[src/rtl/core_pkg.sv]
// Shared encodings, control word and decode->execute bundle for the RV32I core.
// Enums for ALU/branch ops and operand selects, plus store/writeback/CSR codes.
package core_pkg;

  typedef enum logic [4:0] {
    ALU_X     = 5'd0,
    ALU_ADD   = 5'd1,
    ALU_SUB   = 5'd2,
    ALU_AND   = 5'd3,
    ALU_OR    = 5'd4,
    ALU_XOR   = 5'd5,
    ALU_SLL   = 5'd6,
    ALU_SRL   = 5'd7,
    ALU_SRA   = 5'd8,
    ALU_SLT   = 5'd9,
    ALU_SLTU  = 5'd10,
    ALU_BEQ   = 5'd11,
    ALU_BNE   = 5'd12,
    ALU_BLT   = 5'd13,
    ALU_BGE   = 5'd14,
    ALU_BLTU  = 5'd15,
    ALU_BGEU  = 5'd16,
    ALU_JALR  = 5'd17,
    ALU_COPY1 = 5'd18
  } exe_fun_t;

  typedef enum logic [1:0] {
    OP1_RS1  = 2'd0,
    OP1_PC   = 2'd1,
    OP1_ZERO = 2'd2,
    OP1_IMZ  = 2'd3
  } op1_sel_t;

  typedef enum logic [2:0] {
    OP2_X   = 3'd0,
    OP2_RS2 = 3'd1,
    OP2_IMI = 3'd2,
    OP2_IMS = 3'd3,
    OP2_IMJ = 3'd4,
    OP2_IMU = 3'd5
  } op2_sel_t;

  localparam logic [4:0] MEN_X  = 5'd0;
  localparam logic [4:0] MEN_SB = 5'd1;
  localparam logic [4:0] MEN_SH = 5'd2;
  localparam logic [4:0] MEN_SW = 5'd3;

  localparam logic [3:0] WB_X   = 4'd0;
  localparam logic [3:0] WB_ALU = 4'd1;
  localparam logic [3:0] WB_PC  = 4'd2;
  localparam logic [3:0] WB_CSR = 4'd3;
  localparam logic [3:0] WB_LW  = 4'd4;
  localparam logic [3:0] WB_LB  = 4'd5;
  localparam logic [3:0] WB_LBU = 4'd6;
  localparam logic [3:0] WB_LH  = 4'd7;
  localparam logic [3:0] WB_LHU = 4'd8;

  localparam logic [2:0] CSR_X = 3'd0;
  localparam logic [2:0] CSR_W = 3'd1;
  localparam logic [2:0] CSR_S = 3'd2;
  localparam logic [2:0] CSR_C = 3'd3;
  localparam logic [2:0] CSR_E = 3'd4;

  localparam logic [6:0] OP_LUI    = 7'h37;
  localparam logic [6:0] OP_AUIPC  = 7'h17;
  localparam logic [6:0] OP_JAL    = 7'h6f;
  localparam logic [6:0] OP_JALR   = 7'h67;
  localparam logic [6:0] OP_BRANCH = 7'h63;
  localparam logic [6:0] OP_LOAD   = 7'h03;
  localparam logic [6:0] OP_STORE  = 7'h23;
  localparam logic [6:0] OP_IMM    = 7'h13;
  localparam logic [6:0] OP_REG    = 7'h33;
  localparam logic [6:0] OP_SYSTEM = 7'h73;

  typedef struct packed {
    logic       valid;
    exe_fun_t   exe_fun;
    op1_sel_t   op1_sel;
    op2_sel_t   op2_sel;
    logic [4:0] mem_wen;
    logic       rf_wen;
    logic [3:0] wb_sel;
    logic [2:0] csr_cmd;
    logic       jmp_flg;
  } ctrl_t;

  typedef struct packed {
    logic [31:0] imm_i;
    logic [31:0] imm_s;
    logic [31:0] imm_b;
    logic [31:0] imm_j;
    logic [31:0] imm_u;
    logic [31:0] imm_z;
    logic [31:0] pc;
    exe_fun_t    exe_fun;
    logic [31:0] op1;
    logic [31:0] op2;
    logic [31:0] rs2_data;
    logic [4:0]  mem_wen;
    logic        rf_wen;
    logic [3:0]  wb_sel;
    logic [4:0]  wb_addr;
    logic [2:0]  csr_cmd;
    logic        jmp_flg;
  } id_ex_t;

  function automatic ctrl_t mk_ctrl(
    input exe_fun_t   f,
    input op1_sel_t   o1,
    input op2_sel_t   o2,
    input logic [4:0] men,
    input logic       rfw,
    input logic [3:0] wbs,
    input logic [2:0] csr,
    input logic       jmp
  );
    ctrl_t c;
    c.valid   = 1'b1;
    c.exe_fun = f;
    c.op1_sel = o1;
    c.op2_sel = o2;
    c.mem_wen = men;
    c.rf_wen  = rfw;
    c.wb_sel  = wbs;
    c.csr_cmd = csr;
    c.jmp_flg = jmp;
    return c;
  endfunction

endpackage

[src/rtl/decode_ctrl.sv]
// Combinational RV32I opcode/funct -> control word; invalid encodings give valid=0.
// Ports: inst (in 32), ctrl (out ctrl_t). SYSTEM decode needs DECODE_CSR_EN.
module decode_ctrl
  import core_pkg::*;
(
  input  logic [31:0] inst,
  output ctrl_t       ctrl
);

  logic [6:0] opcode;
  logic [2:0] f3;
  logic [6:0] f7;

  assign opcode = inst[6:0];
  assign f3     = inst[14:12];
  assign f7     = inst[31:25];

`ifndef DECODE_CSR_EN
  logic unused_fields;
  assign unused_fields = ^{inst[24:15], inst[11:7]};
`endif

  always_comb begin
    exe_fun_t   fun;
    logic [3:0] wbs;
    logic [4:0] men;
    fun  = ALU_X;
    wbs  = WB_X;
    men  = MEN_X;
    ctrl = '0;
    unique case (1'b1)
      (opcode == OP_LUI):
        ctrl = mk_ctrl(ALU_ADD, OP1_ZERO, OP2_IMU,
                       MEN_X, 1'b1, WB_ALU, CSR_X, 1'b0);
      (opcode == OP_AUIPC):
        ctrl = mk_ctrl(ALU_ADD, OP1_PC, OP2_IMU,
                       MEN_X, 1'b1, WB_ALU, CSR_X, 1'b0);
      (opcode == OP_JAL):
        ctrl = mk_ctrl(ALU_ADD, OP1_PC, OP2_IMJ,
                       MEN_X, 1'b1, WB_PC, CSR_X, 1'b1);
      (opcode == OP_JALR): begin
        if (f3 == 3'b000)
          ctrl = mk_ctrl(ALU_JALR, OP1_RS1, OP2_IMI,
                         MEN_X, 1'b1, WB_PC, CSR_X, 1'b1);
      end
      (opcode == OP_BRANCH): begin
        case (f3)
          3'b000:  fun = ALU_BEQ;
          3'b001:  fun = ALU_BNE;
          3'b100:  fun = ALU_BLT;
          3'b101:  fun = ALU_BGE;
          3'b110:  fun = ALU_BLTU;
          3'b111:  fun = ALU_BGEU;
          default: fun = ALU_X;
        endcase
        if (fun != ALU_X)
          ctrl = mk_ctrl(fun, OP1_RS1, OP2_RS2,
                         MEN_X, 1'b0, WB_X, CSR_X, 1'b0);
      end
      (opcode == OP_LOAD): begin
        case (f3)
          3'b000:  wbs = WB_LB;
          3'b001:  wbs = WB_LH;
          3'b010:  wbs = WB_LW;
          3'b100:  wbs = WB_LBU;
          3'b101:  wbs = WB_LHU;
          default: wbs = WB_X;
        endcase
        if (wbs != WB_X)
          ctrl = mk_ctrl(ALU_ADD, OP1_RS1, OP2_IMI,
                         MEN_X, 1'b1, wbs, CSR_X, 1'b0);
      end
      (opcode == OP_STORE): begin
        case (f3)
          3'b000:  men = MEN_SB;
          3'b001:  men = MEN_SH;
          3'b010:  men = MEN_SW;
          default: men = MEN_X;
        endcase
        if (men != MEN_X)
          ctrl = mk_ctrl(ALU_ADD, OP1_RS1, OP2_IMS,
                         men, 1'b0, WB_X, CSR_X, 1'b0);
      end
      (opcode == OP_IMM): begin
        case (f3)
          3'b000: fun = ALU_ADD;
          3'b010: fun = ALU_SLT;
          3'b011: fun = ALU_SLTU;
          3'b100: fun = ALU_XOR;
          3'b110: fun = ALU_OR;
          3'b111: fun = ALU_AND;
          3'b001: fun = (f7 == 7'h00) ? ALU_SLL : ALU_X;
          3'b101: begin
            if (f7 == 7'h00)      fun = ALU_SRL;
            else if (f7 == 7'h20) fun = ALU_SRA;
            else                  fun = ALU_X;
          end
          default: fun = ALU_X;
        endcase
        if (fun != ALU_X)
          ctrl = mk_ctrl(fun, OP1_RS1, OP2_IMI,
                         MEN_X, 1'b1, WB_ALU, CSR_X, 1'b0);
      end
      (opcode == OP_REG): begin
        case ({f7, f3})
          {7'h00, 3'b000}: fun = ALU_ADD;
          {7'h20, 3'b000}: fun = ALU_SUB;
          {7'h00, 3'b001}: fun = ALU_SLL;
          {7'h00, 3'b010}: fun = ALU_SLT;
          {7'h00, 3'b011}: fun = ALU_SLTU;
          {7'h00, 3'b100}: fun = ALU_XOR;
          {7'h00, 3'b101}: fun = ALU_SRL;
          {7'h20, 3'b101}: fun = ALU_SRA;
          {7'h00, 3'b110}: fun = ALU_OR;
          {7'h00, 3'b111}: fun = ALU_AND;
          default:         fun = ALU_X;
        endcase
        if (fun != ALU_X)
          ctrl = mk_ctrl(fun, OP1_RS1, OP2_RS2,
                         MEN_X, 1'b1, WB_ALU, CSR_X, 1'b0);
      end
`ifdef DECODE_CSR_EN
      (opcode == OP_SYSTEM): begin
        case (f3)
          3'b001: ctrl = mk_ctrl(ALU_COPY1, OP1_RS1, OP2_X,
                                 MEN_X, 1'b1, WB_CSR, CSR_W, 1'b0);
          3'b010: ctrl = mk_ctrl(ALU_COPY1, OP1_RS1, OP2_X,
                                 MEN_X, 1'b1, WB_CSR, CSR_S, 1'b0);
          3'b011: ctrl = mk_ctrl(ALU_COPY1, OP1_RS1, OP2_X,
                                 MEN_X, 1'b1, WB_CSR, CSR_C, 1'b0);
          3'b101: ctrl = mk_ctrl(ALU_COPY1, OP1_IMZ, OP2_X,
                                 MEN_X, 1'b1, WB_CSR, CSR_W, 1'b0);
          3'b110: ctrl = mk_ctrl(ALU_COPY1, OP1_IMZ, OP2_X,
                                 MEN_X, 1'b1, WB_CSR, CSR_S, 1'b0);
          3'b111: ctrl = mk_ctrl(ALU_COPY1, OP1_IMZ, OP2_X,
                                 MEN_X, 1'b1, WB_CSR, CSR_C, 1'b0);
          3'b000: begin
            // only the exact ECALL word; EBREAK/MRET etc. bubble
            if (inst[31:7] == 25'd0)
              ctrl = mk_ctrl(ALU_X, OP1_RS1, OP2_X,
                             MEN_X, 1'b0, WB_X, CSR_E, 1'b0);
          end
          default: ctrl = '0;
        endcase
      end
`endif
      default: ctrl = '0;
    endcase
  end

endmodule

[src/rtl/decode_stage.sv]
// RV32I decode stage: regfile read addresses, immediates, operand select, id->ex register.
// Optional SYSTEM/CSR decode via DECODE_CSR_EN; ports: inst/reg_pc in, registered bundle out.
module decode_stage
  import core_pkg::*;
(
  input  logic        clk,
  input  logic        rst_n,
  input  logic [31:0] inst,
  input  logic [31:0] reg_pc,
  input  logic        stall,
  input  logic        flush,
  output logic [4:0]  rs1_addr,
  output logic [4:0]  rs2_addr,
  input  logic [31:0] rs1_rdata,
  input  logic [31:0] rs2_rdata,
  output logic [31:0] imm_i_sext,
  output logic [31:0] imm_s_sext,
  output logic [31:0] imm_b_sext,
  output logic [31:0] imm_j_sext,
  output logic [31:0] imm_u_shifted,
  output logic [31:0] imm_z_uext,
  output logic [31:0] output_reg_pc,
  output logic [4:0]  exe_fun,
  output logic [31:0] op1_data,
  output logic [31:0] op2_data,
  output logic [31:0] rs2_data,
  output logic [4:0]  mem_wen,
  output logic        rf_wen,
  output logic [3:0]  wb_sel,
  output logic [4:0]  wb_addr,
  output logic [2:0]  csr_cmd,
  output logic        jmp_flg
);

  ctrl_t       ctrl;
  id_ex_t      d;
  id_ex_t      q;
  logic [31:0] imm_i;
  logic [31:0] imm_s;
  logic [31:0] imm_b;
  logic [31:0] imm_j;
  logic [31:0] imm_u;
  logic [31:0] imm_z;
  logic [31:0] rs1_val;
  logic [31:0] rs2_val;

  assign rs1_addr = inst[19:15];
  assign rs2_addr = inst[24:20];

  assign imm_i = {{20{inst[31]}}, inst[31:20]};
  assign imm_s = {{20{inst[31]}}, inst[31:25], inst[11:7]};
  assign imm_b = {{19{inst[31]}}, inst[31], inst[7],
                  inst[30:25], inst[11:8], 1'b0};
  assign imm_j = {{11{inst[31]}}, inst[31], inst[19:12],
                  inst[20], inst[30:21], 1'b0};
  assign imm_u = {inst[31:12], 12'd0};
  assign imm_z = {27'd0, inst[19:15]};

  // x0 reads as zero no matter what the regfile returns
  assign rs1_val = (rs1_addr == 5'd0) ? 32'd0 : rs1_rdata;
  assign rs2_val = (rs2_addr == 5'd0) ? 32'd0 : rs2_rdata;

  decode_ctrl u_ctrl (
    .inst (inst),
    .ctrl (ctrl)
  );

  always_comb begin
    d          = '0;
    d.imm_i    = imm_i;
    d.imm_s    = imm_s;
    d.imm_b    = imm_b;
    d.imm_j    = imm_j;
    d.imm_u    = imm_u;
    d.imm_z    = imm_z;
    d.pc       = reg_pc;
    d.exe_fun  = ctrl.exe_fun;
    d.rs2_data = rs2_val;
    d.mem_wen  = ctrl.mem_wen;
    d.rf_wen   = ctrl.rf_wen;
    d.wb_sel   = ctrl.wb_sel;
    d.wb_addr  = ctrl.rf_wen ? inst[11:7] : 5'd0;
    d.csr_cmd  = ctrl.csr_cmd;
    d.jmp_flg  = ctrl.jmp_flg;
    case (ctrl.op1_sel)
      OP1_RS1:  d.op1 = rs1_val;
      OP1_PC:   d.op1 = reg_pc;
      OP1_IMZ:  d.op1 = imm_z;
      default:  d.op1 = 32'd0;
    endcase
    case (ctrl.op2_sel)
      OP2_RS2: d.op2 = rs2_val;
      OP2_IMI: d.op2 = imm_i;
      OP2_IMS: d.op2 = imm_s;
      OP2_IMJ: d.op2 = imm_j;
      OP2_IMU: d.op2 = imm_u;
      default: d.op2 = 32'd0;
    endcase
    // illegal encodings travel as a full bubble
    if (!ctrl.valid)
      d = '0;
  end

  always_ff @(posedge clk) begin
    if (!rst_n)
      q <= '0;
    else if (flush)
      q <= '0;
    else if (!stall)
      q <= d;
  end

  assign imm_i_sext    = q.imm_i;
  assign imm_s_sext    = q.imm_s;
  assign imm_b_sext    = q.imm_b;
  assign imm_j_sext    = q.imm_j;
  assign imm_u_shifted = q.imm_u;
  assign imm_z_uext    = q.imm_z;
  assign output_reg_pc = q.pc;
  assign exe_fun       = q.exe_fun;
  assign op1_data      = q.op1;
  assign op2_data      = q.op2;
  assign rs2_data      = q.rs2_data;
  assign mem_wen       = q.mem_wen;
  assign rf_wen        = q.rf_wen;
  assign wb_sel        = q.wb_sel;
  assign wb_addr       = q.wb_addr;
  assign csr_cmd       = q.csr_cmd;
  assign jmp_flg       = q.jmp_flg;

endmodule

[config.mk]
export PLATFORM = sky130hd
export DESIGN_NAME = decode_stage
export DESIGN_NICKNAME = d
export VERILOG_FILES = /design/src/rtl/core_pkg.sv /design/src/rtl/decode_ctrl.sv /design/src/rtl/decode_stage.sv
export SDC_FILE = /design/constraint.sdc
export NUM_CORES = 1
export LEC_CHECK = 0
export ABC_AREA = 1
export CAP_MARGIN = 15
export CORE_AREA = 2 2 189 191
export CTS_BUF_LIST = sky130_fd_sc_hd__clkbuf_16
export DETAILED_ROUTE_END_ITERATION = 8
export DIE_AREA = 0 0 191 193
export GPL_ROUTABILITY_DRIVEN = 1
export GPL_TIMING_DRIVEN = 0
export PLACE_DENSITY_LB_ADDON = 0.08
export SETUP_SLACK_MARGIN = 0.05
export SYNTH_ARGS = -nofsm -noshare
export SYNTH_HDL_FRONTEND = slang
export SYNTH_SLANG_ARGS = --single-unit
[constraint.sdc]
create_clock -name clk -period 3.09 [get_ports clk]
set_clock_uncertainty 0.05 [all_clocks]
set_input_delay 0.309 -clock clk [delete_from_list [all_inputs] [get_ports clk]]
set_output_delay 0.309 -clock clk [all_outputs]
set_load 0.05 [all_outputs]
==> impl_results.md <==
* Final Util at 42.9%
* Die height at 193 um
* Clock buffer depth at 2
* CP max stage cell: dfxtp_2
* Largest net degree at the start of global routing at 40
* CP Data Required Time at 2730 ps
* Clock-pin slew on the worst setup and hold paths at 70 ps
* Root Buffer: clkbuf_16
* Critical path fanouts, max at 39
* Final period utilization at 92.0%
* Gr ovfl total at 0
* Seq cells post-synth at 171
* Pins over their slew limit at 0
* Total CTS buffers at 17
* # setup viols final at 0
* Hold buffer count at CTS at 0
* Setup bufs post-CTS at 0
* I/O Buffers at 437
* CTS Sinks at 171
* Synth Warn # at 0
* Number of global-route vias before repair at 9410
* Crit path depth at 3
* Share of cells above drive strength 1 at 15.0%
* Critical path type: reg2out
* Drc violations at 0
* Largest cells by area after synthesis: dfxtp_1 37%, nand2_1 15%, buf_4 15%
* Worst Hold Depth at 3
* Maximum VDD drop at 0.298 mV
* Core Rows at 69
* FMAX at 0.352 GHz
* Vias per inst at 4.40
* Final WS setup at 247 ps
* CP bufs+invs at 3
* Drt first pass iters at 5
* CTS tree: done
* Final min period at 2840 ps
* Routed vias at 10200
* Final hold violations at 0
* Dominant cell type by area after synthesis: dfxtp_1
* Post-synth top area share at 37.0%
* Pwr dens at 352 nW/um2
* Setup TNS Final at 0 ps
* Critical path cell sequence: buf_12 -> buf_4 -> clkdlybuf4s50_1
* Sequential cell area fraction in the yosys report at 37.0%
* Max cap viols at 0
* Finished Cell Area at 15000 um2
* I/O pin total at 486
* Final wirelength at 39800 um
* Reg2Reg Depth at 2
* Post-Syn Area per Cell at 6.88 um2
* DP Area at 14400 um2
* Detailed placement HPWL at 31300 um
* Slew headroom at 43.9%
* Data arrival time of the worst path at 2480 ps
* Antenna Violating Nets Remaining at 0
* Worst slack, placed at 11.0 ps
* Initial core utilization at 26.5%
* Synth cell types at 36
* Drt wl/cell at 17.1 um
* Final hold slack at 174 ps
* Leakage at 0.00587 uW
* RD Place Congestion at 0.853
* CORE AREA at 35000 um2
* Status: finished, final reports clean
* Slew @ Worst Pin at 842 ps
* CP peak stage delay at 810 ps
* Tot GR Track Use at 20.8%
* H-Tree Depth at 4
* Synthesized cell area at 9250 um2
* First-pass GRT wire length at 57700 um
* Synth-to-Final Area Change at 62.2%
* Hold/Removal Path Class: in2reg
* DIE WIDTH at 191 um
* Unrepaired setup endpoints after global routing: no
* Clk_lat worst skew at 430 ps
* First DRT Iteration DRCs at 665
* Die area at 36900 um2
* Startpoint Class: register
* Final-stage net count at 1980
* Initial antenna violation count at 4
* Worst path top cell family by delay: buffers and inverters
* Crit. End Element: output port
* Post-cts gate resize count at 0
* Syn Inst Count at 1344
-- final cells by class --
type	instances	area, um2
Clock buffer	17	425
Clock inverter	15	161
Multi-Input combinational cell	873	3940
Tap cell	461	577
Buffer	262	1740
Fill cell	3749	20000
Sequential cell	171	3420
Timing Repair Buffer	439	4400
Antenna cell	3	7.51
Inverter	84	320
-- synthesized netlist by cell type, drive strengths merged --
library cell,n
nand4,8
nor2,37
nand3b,1
o41ai,1
conb,1
a21oi,182
dfxtp,171
o21ai,86
a31oi,4
clkbuf,51
o32ai,1
nor3,7
o221ai,1
nor4,2
nand3,105
buf,211
o2111ai,1
or2,1
a211oi,1
clkinv,1
nand2,388
inv,83
-- layer usage --
| metal | vias to the layer above | track usage (%) | share of wire (%) |
|---|---|---|---|
| li1 | 5129 | - | - |
| met1 | 4659 | 24.3 | 40 |
| met2 | 392 | 36.4 | 49 |
| met3 | 56 | 6.32 | 8.6 |
| met4 | 2 | 6.26 | 2.1 |
| met5 | - | 0 | 0.033 |
-- worst register-to-register path, cell delays in order (launching register included) --
cell and delay, ps:
dfxtp_2 810, nand2_1 110, a21oi_1 150
-- state kept, by name (all words and copies together), names as in the netlist --
register       cells
op2_data          32
op1_data          32
imm_j_sext         8
output_reg_pc     32
jmp_flg            1
rf_wen             1
exe_fun            5
wb_sel             4
imm_s_sext         5
imm_i_sext        12
mem_wen            2
wb_addr            5
rs2_data          32
-- cell families after synthesis --
family,Yosys count,synth area share [%]
AND/OR/NAND/NOR,549,25.4
buffers and inverters,346,22.3
AO/OA/AOI/OAI,277,15.2
flip-flops,171,37.0
other,1,0.0405
-- path summary, 6_finish.rpt --
check                          end  slack (ps)              from
setup / recovery    imm_j_sext[30]         250    imm_i_sext[30]
hold / removal      imm_j_sext[13]         170          inst[13]
setup reg to reg    imm_i_sext[30]        1900    imm_i_sext[30]
hold reg to reg   output_reg_pc[0]         410  output_reg_pc[0]
-- power by group --
part	switching (uW)	internal, uW	total [uW]
Clock	986	1200	2190
Combinational	551	319	870
Sequential	8.12	2210	2220
-- metrics by stage --
step / instances / total power (uW)
detailed placement: 2290 / 3140
CTS: 2322 / 5330
floorplan: 1390 / 2770
global placement: 2288 / 3140
global route: 2325 / 5480
finish: 2325 / 5280
-- layout by cell type, fill, tap and decap left out, drive strengths merged --
cell           instances
nand4                  8
a211oi                 1
buf                  212
o21ai                 86
nor4                   2
clkinvlp               3
clkinv                 6
nand3b                 1
o221ai                 1
dfxtp                171
nor2                  37
clkbuf                68
bufinv                 2
nand3                105
o41ai                  1
inv                   88
conb                  47
or2                    1
clkdlybuf4s50        437
o2111ai                1
nand2                388
clkdlybuf4s18          1
diode                  3
a31oi                  4
a21oi                182
nor3                   7
o32ai                  1
Power figures use the tool's default switching activity.
